`config.mk`:
```
export PLATFORM = sky130hd
export DESIGN_NAME = dme_interrogation_ctrl
export DESIGN_NICKNAME = d
export VERILOG_FILES = /design/src/rtl/dme_interrogation_ctrl_pkg.sv /design/src/rtl/dme_interrogation_ctrl_period_timer.sv /design/src/rtl/dme_interrogation_ctrl.sv
export SDC_FILE = /design/constraint.sdc
export NUM_CORES = 1
export LEC_CHECK = 0
export CORE_ASPECT_RATIO = 2
export CORE_MARGIN = 2
export CORE_UTILIZATION = 30
export CTS_CLUSTER_DIAMETER = 40
export DETAILED_ROUTE_END_ITERATION = 10
export PLACE_DENSITY = 0.58
export SETUP_SLACK_MARGIN = 0.2
export SYNTH_ARGS = -nofsm -noshare
export SYNTH_HDL_FRONTEND = slang
export SYNTH_HIERARCHICAL = 1
export SYNTH_SLANG_ARGS = --single-unit
```
`constraint.sdc`:
```
create_clock -name clk -period 4.4 [get_ports clk]
set_input_delay 0.44 -clock clk [delete_from_list [all_inputs] [get_ports clk]]
set_output_delay 0.44 -clock clk [all_outputs]
set_load 0.01 [all_outputs]
```
`src/rtl/dme_interrogation_ctrl_pkg.sv`:
```
// dme_interrogation_ctrl_pkg: shared state encoding, timer width and default timing for the DME interrogator
package dme_interrogation_ctrl_pkg;

    localparam int TIMER_W = 32;

    localparam logic [TIMER_W-1:0] DEF_PRF_TICKS    = 32'd40000;
    localparam logic [TIMER_W-1:0] DEF_LISTEN_TICKS = 32'd30000;
    localparam logic [TIMER_W-1:0] DEF_REPLY_DELAY  = 32'd5000;
    localparam logic [7:0]         DEF_TX_PULSE     = 8'd8;
    localparam logic [7:0]         DEF_MISS_LIMIT   = 8'd4;

    typedef enum logic [2:0] {
        S_IDLE,
        S_ARM,
        S_TX,
        S_LISTEN,
        S_EVAL,
        S_HOLD
    } state_t;

    function automatic logic [7:0] sat_inc8(input logic [7:0] v);
        return (v == 8'hFF) ? v : v + 8'd1;
    endfunction

endpackage

```
`src/rtl/dme_interrogation_ctrl_period_timer.sv`:
```
// dme_interrogation_ctrl_period_timer: free-running up counter with synchronous clear and terminal-count flag
module dme_interrogation_ctrl_period_timer
    import dme_interrogation_ctrl_pkg::*;
#(
    parameter logic [TIMER_W-1:0] TERM = 32'd1
) (
    input  logic               clk,
    input  logic               resetn,
    input  logic               i_clear,
    output logic [TIMER_W-1:0] o_count,
    output logic               o_tc
);

    logic [TIMER_W-1:0] r_count;

    // count up every cycle; clear restarts at zero on the following cycle
    always_ff @(posedge clk) begin
        if (!resetn || i_clear) r_count <= '0;
        else                    r_count <= r_count + TIMER_W'(1);
    end

    assign o_count = r_count;
    assign o_tc    = (r_count == TERM - TIMER_W'(1));

endmodule

```
`src/rtl/dme_interrogation_ctrl.sv`:
```
// dme_interrogation_ctrl: sequences one DME interrogation per PRF period and turns reply time into range
module dme_interrogation_ctrl
    import dme_interrogation_ctrl_pkg::*;
#(
    parameter logic [TIMER_W-1:0] PRF_TICKS      = DEF_PRF_TICKS,
    parameter logic [TIMER_W-1:0] LISTEN_TICKS   = DEF_LISTEN_TICKS,
    parameter logic [TIMER_W-1:0] REPLY_DELAY    = DEF_REPLY_DELAY,
    parameter logic [7:0]         TX_PULSE_TICKS = DEF_TX_PULSE,
    parameter logic [7:0]         MISS_LIMIT     = DEF_MISS_LIMIT
) (
    input  logic               clk,
    input  logic               resetn,
    input  logic               i_enable,
    input  logic               i_rx_valid,
    input  logic [TIMER_W-1:0] i_rx_time,
    output logic               o_rx_resetn,
    output logic               o_rx_start,
    output logic               o_tx_trig,
    output logic [TIMER_W-1:0] o_range_ticks,
    output logic               o_range_valid,
    output logic               o_track_lost,
    output logic [7:0]         o_miss_count,
    output logic               o_busy
);

    generate
        if (!(LISTEN_TICKS + TIMER_W'(TX_PULSE_TICKS) + TIMER_W'(3) < PRF_TICKS)) begin : g_bad_timing
            $error("dme_interrogation_ctrl: LISTEN_TICKS + TX_PULSE_TICKS + 3 must be below PRF_TICKS");
        end
    endgenerate

    state_t             r_state;
    logic               r_rx_valid_d;
    logic [TIMER_W-1:0] r_rx_time;
    logic [TIMER_W-1:0] r_range_ticks;
    logic               r_range_valid;
    logic               r_track_lost;
    logic [7:0]         r_miss_count;
    logic               r_rx_resetn;
    logic               r_rx_start;
    logic               r_tx_trig;

    logic [TIMER_W-1:0] w_per_count;
    logic               w_per_tc;
    logic [TIMER_W-1:0] w_listen_count;
    logic               w_listen_tc;
    logic               w_unused;
    logic               w_abort;
    logic               w_edge;
    logic               w_good;
    logic [7:0]         w_miss_next;

    assign w_abort     = !i_enable && (r_state == S_ARM || r_state == S_TX || r_state == S_LISTEN);
    assign w_edge      = i_rx_valid && !r_rx_valid_d;
    assign w_good      = r_rx_time >= REPLY_DELAY;
    assign w_miss_next = sat_inc8(r_miss_count);
    assign w_unused    = &{1'b0, w_listen_count};

    dme_interrogation_ctrl_period_timer #(.TERM(PRF_TICKS)) u_period (
        .clk     (clk),
        .resetn  (resetn),
        .i_clear (r_state == S_IDLE || (r_state == S_HOLD && w_per_tc)),
        .o_count (w_per_count),
        .o_tc    (w_per_tc)
    );

    dme_interrogation_ctrl_period_timer #(.TERM(LISTEN_TICKS)) u_listen (
        .clk     (clk),
        .resetn  (resetn),
        .i_clear (r_state != S_LISTEN),
        .o_count (w_listen_count),
        .o_tc    (w_listen_tc)
    );

    // interrogation sequencer; outputs are registered alongside each state change
    always_ff @(posedge clk) begin
        if (!resetn) begin
            r_state       <= S_IDLE;
            r_rx_valid_d  <= 1'b0;
            r_rx_time     <= '0;
            r_range_ticks <= '0;
            r_range_valid <= 1'b0;
            r_track_lost  <= 1'b0;
            r_miss_count  <= '0;
            r_rx_resetn   <= 1'b1;
            r_rx_start    <= 1'b0;
            r_tx_trig     <= 1'b0;
        end else begin
            r_rx_valid_d  <= i_rx_valid;
            r_range_valid <= 1'b0;
            if (w_abort) begin
                r_state     <= S_IDLE;
                r_rx_resetn <= 1'b1;
                r_rx_start  <= 1'b0;
                r_tx_trig   <= 1'b0;
            end else begin
                case (r_state)
                    S_IDLE: if (i_enable) begin
                        r_state     <= S_ARM;
                        r_rx_resetn <= 1'b0;
                    end
                    S_ARM: begin
                        r_state     <= S_TX;
                        r_rx_resetn <= 1'b1;
                        r_tx_trig   <= 1'b1;
                        r_rx_start  <= 1'b1;
                    end
                    S_TX: if (w_per_count == TIMER_W'(TX_PULSE_TICKS)) begin
                        r_state   <= S_LISTEN;
                        r_tx_trig <= 1'b0;
                    end
                    S_LISTEN: if (w_edge) begin
                        r_state    <= S_EVAL;
                        r_rx_time  <= i_rx_time;
                        r_rx_start <= 1'b0;
                    end else if (w_listen_tc) begin
                        r_state      <= S_HOLD;
                        r_rx_start   <= 1'b0;
                        r_miss_count <= w_miss_next;
                        r_track_lost <= r_track_lost || (w_miss_next >= MISS_LIMIT);
                    end
                    S_EVAL: begin
                        r_state <= S_HOLD;
                        if (w_good) begin
                            r_range_ticks <= r_rx_time - REPLY_DELAY;
                            r_range_valid <= 1'b1;
                            r_miss_count  <= '0;
                            r_track_lost  <= 1'b0;
                        end else begin
                            r_miss_count  <= w_miss_next;
                            r_track_lost  <= r_track_lost || (w_miss_next >= MISS_LIMIT);
                        end
                    end
                    S_HOLD: if (w_per_tc) begin
                        r_state     <= i_enable ? S_ARM : S_IDLE;
                        r_rx_resetn <= !i_enable;
                    end
                    default: r_state <= S_IDLE;
                endcase
            end
        end
    end

    assign o_rx_resetn   = r_rx_resetn;
    assign o_rx_start    = r_rx_start;
    assign o_tx_trig     = r_tx_trig;
    assign o_range_ticks = r_range_ticks;
    assign o_range_valid = r_range_valid;
    assign o_track_lost  = r_track_lost;
    assign o_miss_count  = r_miss_count;
    assign o_busy        = r_state != S_IDLE;

endmodule

```
==> flow_summary_export.csv, run 1 <==
group,metric,value,unit
run_status,status,"complete, no violations",
logic_synthesis,ys_types,62,
worst_setup_path,crit_end,"o_miss_count[3]",
power_and_ir_drop,seq_power_share,44.4,%
sta,fin_skew,0.0104,ns
logic_synthesis,synth_area_leaders,"dfxtp_1, nand2_1, xnor2_1, a21oi_1, a21boi_0",
final_layout,design_area,8630,um2
place,place.gp.congestion,0.829,
logic_synthesis,synth_area,7000,um2
power_and_ir_drop,ir_drop,0.239,mV
sta,timing.fmax,336,MHz
worst_setup_path,max_stage_delay,0.53,ns
floorplan,dieArea,24700,um2
worst_setup_path,path_buf_inv,0,
grt,track_usage,15.7,%
place,io_buffers,81,
final_layout,nets,951,
logic_synthesis,synth_top_family_by_area,"simple AND/OR/NAND/NOR gates",
worst_setup_path,worstPathArrival,3.30,ns
sta,finalSetupViolCount,0,
grt,grt_max_degree,76,
clocking,postCtsHoldBufs,0,
hold_path,hold_class,"input pin to flop",
logic_synthesis,synthArstFlopShare,0,%
job,maxCapViolations,0,
worst_setup_path,critPathCaptureType,"flop",
logic_synthesis,syn_area_per_cell,8.27,um2
logic_synthesis,synth-compound-area-share,17.5,%
grt,grt_pass1_vias,6304,
worst_setup_path,crit_slowest_cell,"or4_1",
clocking,clk_pin_slew,0.06,ns
worst_setup_path,r2r-start,"u_listen/o_count[24]",
clocking,clock-sinks,145,
worst_setup_path,worstPathCellList,"or4_1 > nor4b_1 > nand4_1 > nor4_1 > and2_1 > a41oi_1 > nor4b_1 > xnor2_1 > nor2_1",
worst_setup_path,worstPathMaxFanout,7,
worst_setup_path,cp_top_family,"simple AND/OR/NAND/NOR gates",
final_layout,area_growth,23.2,%
clocking,post_cts_buffers,0,
power_and_ir_drop,share_comb_of_total_power,6.3,%
final_layout,n_antenna_cell,0,
sta,finalHoldViolations,0,
logic_synthesis,syn_inst,847,
grt,grt_overflow,0,
clocking,root_buffer,"clkbuf_16",
route,wl,19000,um
power_and_ir_drop,p_per_area,353,nW/um2
logic_synthesis,ys_top_cells_by_count,"dfxtp_1, nand2_1, nor2_1",
route,route.detailed.drc,0,
logic_synthesis,yosys.area_share.adder,0.857,%
worst_setup_path,setup.worst_path.start,"u_listen/o_count[24]",
worst_setup_path,cp-start-kind,"flop",
sta,fin_crit,2.98,ns
worst_setup_path,rrSetupSlack,1.42,ns
grt,grt_pass1_wl,31200,um
power_and_ir_drop,p_clk_share,49.3,%
sta,relSlewSlack,25.3,%
power_and_ir_drop,p_leak,2.84,nW
sta,setup_tns,0,ns
logic_synthesis,synth-simple-area-share,29.7,%
clocking,cts_tree,"yes",
power_and_ir_drop,internal_power,2.36,mW
clocking,clock_latency,0.43,ns
route,wl_per_cell,15.8,um
worst_setup_path,r2r-end,"o_miss_count[3]",
sta,rsz0062_at_grt,"no",
place,place_area,8020,um2
worst_setup_path,cp.depth,9,
floorplan,rows,79,
worst_setup_path,reg2reg_depth,9,
logic_synthesis,ys.flop_type,"dfxtp_1",
clocking,cts_resized,0,
logic_synthesis,synth_nets,887,
final_layout,utilization,37.3,%
sta,post-route-period-util,67.7,%
worst_setup_path,critical_path_class,"flop to flop",
logic_synthesis,yosysMostFrequentCell,"dfxtp_1",
sta,maxSlewViolCount,0,
sta,fin_hold_ws,0.367,ns
worst_setup_path,worstPathRequired,4.73,ns
route,firstDrtPassIters,4,
logic_synthesis,muxShareOfSynthArea,1.02,%
floorplan,io_pins,82,
power_and_ir_drop,power_switching,0.691,mW
power_and_ir_drop,finalPower,3.05,mW
logic_synthesis,synth_edf_count,0,
route,via_count,6400,
worst_setup_path,path_common_cell,"nor4b_1",
sta,max_slew.worst_pin.slew,1.12,ns
place,dpl.hpwl,14000,um
grt,antenna_found_initial,0,
clocking,htree_num_levels,4,
route,drt_iter0_drc,281,
route,ant_nets,0,
clocking,numCtsBuffers,17,
power_and_ir_drop,netSwitchingFraction,22.7,%
route,via_per_inst,5.30,
logic_synthesis,yosysWarnings,6,
logic_synthesis,seq_area_frac_synth,41.4,%
logic_synthesis,synth_top_area_share,41.4,%
logic_synthesis,synth-seq-cells,145,
final_layout,drive_gt1_share,6.17,%
floorplan,die_x,112,um
floorplan,initial_utilization,30.3,%
logic_synthesis,synth_xor_area_share,5.50,%
logic_synthesis,synth_largest_area_cell,"dfxtp_1",
clocking,clockBufferDepth,2,
floorplan,fp.coreArea,23100,um2
floorplan,chipHeight,220,um
## metrics by stage
step                instances  setup WS [ns]
global route             1207           1.10
global placement         1175           1.45
floorplan                 847           1.90
detailed placement       1175           1.45
finish                   1207           1.42
CTS                      1207           1.40
## layout by cell type, fill, tap and decap left out, types with 6 or more instances in the layout
| cell type | netlist | layout |
|---|---|---|
| dfxtp_1 | 145 | 145 |
| nand2_1 | 129 | 129 |
| clkdlybuf4s50_1 | 0 | 80 |
| nor2_1 | 54 | 54 |
| a21oi_1 | 48 | 48 |
| o21ai_0 | 46 | 46 |
| xnor2_1 | 38 | 38 |
| nand3_1 | 36 | 36 |
| nor4_1 | 35 | 35 |
| a21boi_0 | 32 | 32 |
| or4_1 | 24 | 24 |
| o31ai_1 | 22 | 22 |
| nand4_1 | 21 | 21 |
| nor3_1 | 19 | 18 |
| inv_1 | 17 | 17 |
| clkbuf_16 | 0 | 17 |
| or3_1 | 13 | 13 |
| nand2b_1 | 10 | 10 |
| buf_4 | 1 | 9 |
| and3_1 | 8 | 8 |
| a31oi_1 | 8 | 8 |
| and4_1 | 8 | 8 |
| and2_1 | 7 | 7 |
| o211a_1 | 7 | 7 |
| xor2_1 | 6 | 6 |
| mux2i_1 | 6 | 6 |
## layout make-up
cell class | count | area, um2
clock inverters | 9 | 129
clock buffers | 23 | 478
multi-input cells | 640 | 3830
well taps | 283 | 354
repair buffers | 90 | 873
flip-flops and latches | 145 | 2900
fillers | 2451 | 14500
inverters | 17 | 63.8
## cell families (layout without fill, tap and decap cells)
| logic type | Yosys count | count (layout) |
|---|---|---|
| DFF | 145 | 145 |
| xor gates and xnor gates | 44 | 44 |
| and+or+nand+nor | 394 | 394 |
| buffers and inverters | 62 | 139 |
| adders and majority gates | 5 | 5 |
| muxes | 7 | 7 |
| AOI/OAI and AO/OA | 190 | 190 |
## worst register-to-register path: cells and delay by family, from the launching register on
kind | cells | cell delay, ns
compound gates | 1 | 0.29
xor+xnor | 1 | 0.16
flops | 1 | 0.36
simple gates | 7 | 2.08
## registers in the layout (all words and copies together) (netlist names)
register          count
o_range_ticks        32
r_rx_time            32
u_listen/o_count     32
u_period/o_count     32
o_miss_count          8
r_state               3
o_range_valid         1
o_rx_resetn           1
o_rx_start            1
o_track_lost          1
o_tx_trig             1
r_rx_valid_d          1
## power by group through the flow
stage	Sequential [mW]	Clock [mW]	Combinational (mW)
CTS	1.35	1.53	0.196
floorplan	1.37	0	0.120
global route	1.35	1.59	0.215
finish	1.35	1.50	0.193
global placement	1.38	0	0.193
detailed placement	1.38	0	0.195
## routing by layer
metal	part of all wire, %	up-vias	GRT usage, %
met5	0	-	0
met4	3.6	0	8.41
met3	3.0	47	2.94
met2	57	120	31.3
met1	37	3003	14.9
li1	-	3230	-
## how the worst min path moves through the flow
stage,start,endpoint,slack [ns],cells past startpoint
floorplan,u_listen/o_count[0],u_listen/o_count[0],0.43,1
global placement,u_listen/o_count[0],u_listen/o_count[0],0.44,1
detailed placement,o_range_ticks[15],o_range_ticks[15],0.45,2
CTS,resetn,r_rx_valid_d,0.35,2
global route,resetn,r_rx_valid_d,0.37,2
finish,resetn,r_rx_valid_d,0.37,2
Note: power is estimated with default switching activity, not from simulation.
==> inputs of run 2 (changes only) <==
clock period = 3 ns   (was 4.4 ns; I/O delays follow)
==> run 2 against run 1 <==
Effect of this change:
- sequential share of layout area is 0.69 points lower
- non-clock buffer count up 18
- hold slack worse by 0.030 ns
- cell count increased by 1.4%
- routed wire length grew 2.9%
- combinational power is 55% higher
- sequential cell count stayed put
- utilization up 0.80 points
- clock skew down 0.0015 ns
- final area up 2.1%
- die area unchanged
- clock power is 45% higher
- critical endpoint is now o_miss_count[0]
- largest cell class unchanged
==> flow_summary_export.csv, run 2 (synthesis results as in run 1) <==
group,metric,value,unit
route,drt_iter0_drc,170,
sta,setup_tns,0,ns
clocking,clk_pin_slew,0.06,ns
clocking,clock_latency,0.42,ns
floorplan,initial_utilization,30.3,%
sta,rsz0062_at_grt,"yes",
floorplan,fp.coreArea,23100,um2
worst_setup_path,critical_path_class,"flop to flop",
worst_setup_path,crit_slowest_cell,"or4_1",
place,place.gp.congestion,0.897,
route,wl,19600,um
power_and_ir_drop,p_per_area,506,nW/um2
floorplan,dieArea,24700,um2
power_and_ir_drop,ir_drop,0.311,mV
clocking,cts_tree,"yes",
clocking,clockBufferDepth,2,
grt,grt_overflow,0,
floorplan,chipHeight,220,um
hold_path,hold_class,"input pin to flop",
grt,track_usage,15.9,%
sta,setup_ws,0.320,ns
clocking,numCtsBuffers,17,
final_layout,design_area,8810,um2
final_layout,area_growth,25.8,%
sta,relSlewSlack,48.8,%
sta,fin_crit,2.68,ns
hold_path,worstHoldStart,"resetn",
final_layout,layout_commonest_cell,"dfxtp_1",
place,dpl_worst_slack,0.181,ns
place,dpl.hpwl,14700,um
clocking,htree_num_levels,4,
floorplan,rows,79,
power_and_ir_drop,p_leak,2.93,nW
final_layout,utilization,38.1,%
clocking,clock-sinks,145,
run_status,status,"complete, no violations",
sta,fin_skew,0.00884,ns
place,io_buffers,81,
grt,antenna_found_initial,0,
worst_setup_path,critPathCaptureType,"flop",
final_layout,drive_gt1_share,8.93,%
worst_setup_path,worstPathArrival,2.99,ns
clocking,postCtsHoldBufs,0,
worst_setup_path,cp-start-kind,"flop",
floorplan,io_pins,82,
worst_setup_path,path_buf_inv,0,
sta,maxSlewViolCount,0,
grt,grt_pass1_wl,31400,um
worst_setup_path,max_stage_delay,0.55,ns
final_layout,n_antenna_cell,0,
route,firstDrtPassIters,4,
grt,grt_max_degree,77,
sta,finalHoldViolations,0,
hold_path,holdPathStages,3,
clocking,root_buffer,"clkbuf_16",
final_layout,final_cell_mix,"dfxtp_1, nand2_1, clkdlybuf4s50_1",
sta,finalSetupViolCount,0,
worst_setup_path,cp_top_family,"simple AND/OR/NAND/NOR gates",
worst_setup_path,r2r-end,"o_miss_count[0]",
worst_setup_path,worstPathCellList,"or4_1 > nor4b_2 > nand4_1 > nor4_4 > and2_4 > a41oi_4 > nor2_1 > xnor2_1 > nor2_1",
worst_setup_path,worstPathMaxFanout,7,
worst_setup_path,path_common_cell,"nor2_1",
route,via_count,6416,
grt,grt_pass1_vias,6295,
job,maxCapViolations,0,
worst_setup_path,reg2reg_depth,9,
place,place_area,8160,um2
route,route.detailed.drc,0,
worst_setup_path,r2r-start,"u_listen/o_count[24]",
route,wl_per_cell,16.0,um
sta,max_slew.worst_pin.slew,0.764,ns
worst_setup_path,rrSetupSlack,0.32,ns
sta,post-route-period-util,89.3,%
route,ant_nets,0,
route,via_per_inst,5.24,
sta,timing.fmax,373,MHz
floorplan,die_x,112,um
final_layout,nets,969,
hold_path,hold_end,"u_period/o_count[26]",
worst_setup_path,worstPathRequired,3.31,ns
run 2: changes by cell type in the layout (fill, tap and decap cells not counted), moves of 2 or more:
cell,change
buf_4,+17
nor4b_1,-2
clkbuf_1,-2
inv_6,+2
clkbuf_8,-2
nor4b_2,+2
run 2: cell type report:
cell class,count,area (um2)
clock buffers,19,443
clock inverters,12,155
fillers,2438,14300
inverters,17,63.8
multi-input cells,640,3880
flip-flops and latches,145,2900
well taps,283,354
repair buffers,108,1010
run 2: metrics by stage:
| stage | hold WS [ns] | power, mW | std cells |
|---|---|---|---|
| after floorplan | 0.422 | 2.19 | 847 |
| after global placement | 0.445 | 2.32 | 1193 |
| after detailed placement | 0.449 | 2.33 | 1193 |
| after CTS | 0.375 | 4.52 | 1224 |
| after global routing | 0.352 | 4.64 | 1224 |
| final | 0.337 | 4.46 | 1224 |
run 2: worst max-delay path by stage:
stage	from	endpoint	cells after the start
floorplan	u_listen/o_count[24]	o_miss_count[3]	9
global placement	u_listen/o_count[24]	o_miss_count[3]	9
detailed placement	u_listen/o_count[24]	o_miss_count[5]	10
CTS	u_listen/o_count[24]	o_miss_count[5]	10
global route	u_listen/o_count[24]	o_miss_count[6]	9
finish	u_listen/o_count[24]	o_miss_count[0]	9
run 2: layer usage:
metal	routed length [um]	track usage [%]
met1	6970	14.5
met2	11300	32.8
met3	542	2.42
met4	789	8.58
met5	0	0
run 2: worst min-delay path: cells and delay by family:
| family | cells | cell delay (ns) |
|---|---|---|
| AO/OA/AOI/OAI | 1 | 0.05 |
| buffers and inverters | 1 | 0.16 |
| AND/OR/NAND/NOR | 1 | 0.19 |
run 2: timing repair:
item / CTS / global route
endpoints found under the setup margin: 2 / 9
setup buffers: 0 / 0
resized for setup: 1 / 11
pin swaps: 0 / 3
run 2: report_power, final:
part	leakage (nW)	total [mW]	internal, mW	switching, mW
Clock	0.290	2.18	1.33	0.847
Combinational	1.47	0.299	0.144	0.155
Sequential	1.17	1.99	1.95	0.0387
Total	2.93	4.46	3.42	1.04
==> inputs of run 3 (changes only) <==
CORE_UTILIZATION = 35   (was 30)
PLACE_DENSITY = 0.64   (was 0.58)
SLEW_MARGIN = 30   (was unset)
==> run 3 against run 2 <==
Effect of this change:
- non-clock buffer count fell by 3
- via count rose by 2.0%
- power rose by 2.9%
- maximum frequency fell by 2.7%
- clock-buffer cell count rose by 1
- hold slack got worse by 0.096 ns
- clock power rose by 6%
- cell count fell by 2.0%
- combinational power fell by 2%
- routed wire length fell by 1.6%
- worst setup slack got worse by 0.076 ns
- largest power group unchanged
- highest routed layer unchanged
==> flow_summary_export.csv, run 3 (synthesis results as in run 1) <==
group,metric,value,unit
place,dpl.hpwl,14300,um
final_layout,layout_commonest_cell,"dfxtp_1",
place,io_buffers,81,
grt,antenna_found_initial,0,
floorplan,io_pins,82,
sta,maxSlewViolCount,0,
route,wl,19200,um
worst_setup_path,r2r-end,"o_miss_count[6]",
clocking,cts_tree,"yes",
floorplan,initial_utilization,35.5,%
clocking,numCtsBuffers,17,
route,via_per_inst,5.46,
final_layout,nets,966,
power_and_ir_drop,ir_drop,0.403,mV
place,place.gp.congestion,0.888,
power_and_ir_drop,p_leak,2.92,nW
final_layout,utilization,44.8,%
route,ant_nets,0,
route,wl_per_cell,16.1,um
sta,fin_skew,0.0119,ns
clocking,clockBufferDepth,2,
floorplan,die_x,104,um
grt,track_usage,18.4,%
hold_path,hold_class,"input pin to flop",
final_layout,multi_input_area,3910,um2
run_status,status,"complete, no violations",
sta,post-route-period-util,91.9,%
route,drt_iter0_drc,235,
clocking,htree_num_levels,4,
floorplan,dieArea,21200,um2
sta,timing.fmax,363,MHz
hold_path,holdPathStages,3,
hold_path,worstHoldStart,"resetn",
final_layout,n_antenna_cell,0,
worst_setup_path,critPathCaptureType,"flop",
final_layout,fin_cells,1199,
worst_setup_path,critical_path_class,"flop to flop",
job,maxCapViolations,0,
grt,grt_pass1_vias,6448,
sta,relSlewSlack,48.0,%
worst_setup_path,cp-start-kind,"flop",
worst_setup_path,worstPathRequired,3.30,ns
route,route.detailed.drc,0,
sta,setup_tns,0,ns
sta,fin_crit,2.76,ns
worst_setup_path,rrSetupSlack,0.24,ns
worst_setup_path,r2r-start,"u_listen/o_count[24]",
grt,grt_max_degree,74,
final_layout,drive_gt1_share,8.75,%
place,place_inst,1167,
sta,max_slew.worst_pin.slew,0.777,ns
sta,finalHoldViolations,0,
floorplan,rows,73,
final_layout,fill_cells,1993,
worst_setup_path,reg2reg_depth,10,
route,via_count,6545,
sta,finalSetupViolCount,0,
clocking,clk_pin_slew,0.06,ns
floorplan,chipHeight,204,um
final_layout,area_growth,26.1,%
clocking,clock_latency,0.42,ns
worst_setup_path,worstPathMaxFanout,7,
route,firstDrtPassIters,4,
power_and_ir_drop,p_per_area,520,nW/um2
hold_path,hold_end,"o_range_ticks[12]",
sta,rsz0062_at_grt,"yes",
final_layout,final_cell_mix,"dfxtp_1, nand2_1, clkdlybuf4s50_1",
clocking,root_buffer,"clkbuf_16",
final_layout,register_area,2900,um2
clocking,clock-sinks,145,
worst_setup_path,worstPathArrival,3.06,ns
grt,grt_pass1_wl,31400,um
floorplan,fp.coreArea,19700,um2
grt,grt_overflow,0,
## run 3: per-layer routing
metal | part of all wire [%] | wire length, um | vias up | GRT usage, %
met5 | 0 | 0 | - | 0
met4 | 4.1 | 789 | 0 | 10.2
met3 | 2.5 | 487 | 50 | 3.28
met2 | 58 | 11200 | 135 | 37.5
met1 | 35 | 6810 | 3104 | 16.4
li1 | - | - | 3256 | -
## run 3: metrics by stage
| stage | setup WS, ns | power (mW) | cell area (um2) | hold slack, ns |
|---|---|---|---|---|
| finish | 0.244 | 4.59 | 8830 | 0.241 |
| global route | 0.166 | 4.74 | 8830 | 0.275 |
| CTS | 0.266 | 4.63 | 8740 | 0.226 |
| detailed placement | 0.232 | 2.32 | 8110 | 0.455 |
| global placement | 0.260 | 2.32 | 8110 | 0.442 |
| floorplan | 0.502 | 2.19 | 7000 | 0.422 |
## run 3: worst max-delay path: stages (launching register included)
cell and delay, ns:
dfxtp_2 0.34, or4_1 0.54, nor4b_2 0.22, nand4_1 0.21
nor4_4 0.31, and2_4 0.22, a41oi_4 0.14, buf_4 0.21
buf_4 0.13, nor4b_2 0.25, nor3_1 0.07
## run 3: layout make-up
| type | count | area share (%) |
|---|---|---|
| Clock buffer | 20 | 5.06 |
| Clock inverter | 10 | 2.10 |
| Inverter | 17 | 0.723 |
| Multi-Input combinational cell | 640 | 44.2 |
| Sequential cell | 145 | 32.9 |
| Tap cell | 262 | 3.71 |
| Timing Repair Buffer | 105 | 11.3 |
## run 3: worst max-delay path by stage
stage	from	to	slack (ns)	depth (start not counted)
final	u_listen/o_count[24]	o_miss_count[6]	0.24	10
after floorplan	u_listen/o_count[24]	o_miss_count[3]	0.50	9
after global placement	u_listen/o_count[24]	o_miss_count[3]	0.26	9
after global routing	u_listen/o_count[24]	o_miss_count[7]	0.17	10
after detailed placement	u_listen/o_count[24]	o_miss_count[7]	0.23	10
after CTS	u_listen/o_count[24]	o_miss_count[3]	0.27	9
## run 3: what timing repair did
item | in CTS | in global routing
hold buffers | 0 | 0
endpoints found under the hold margin | 0 | 0
resized for setup | 1 | 14
pin swaps | 0 | 4
endpoints found under the setup margin | 4 | 29
buffers inserted | 0 | 2
## run 3: power by group
part           internal, mW  switching [mW]
logic                 0.143           0.151
clock network          1.49           0.824
registers              1.95          0.0376
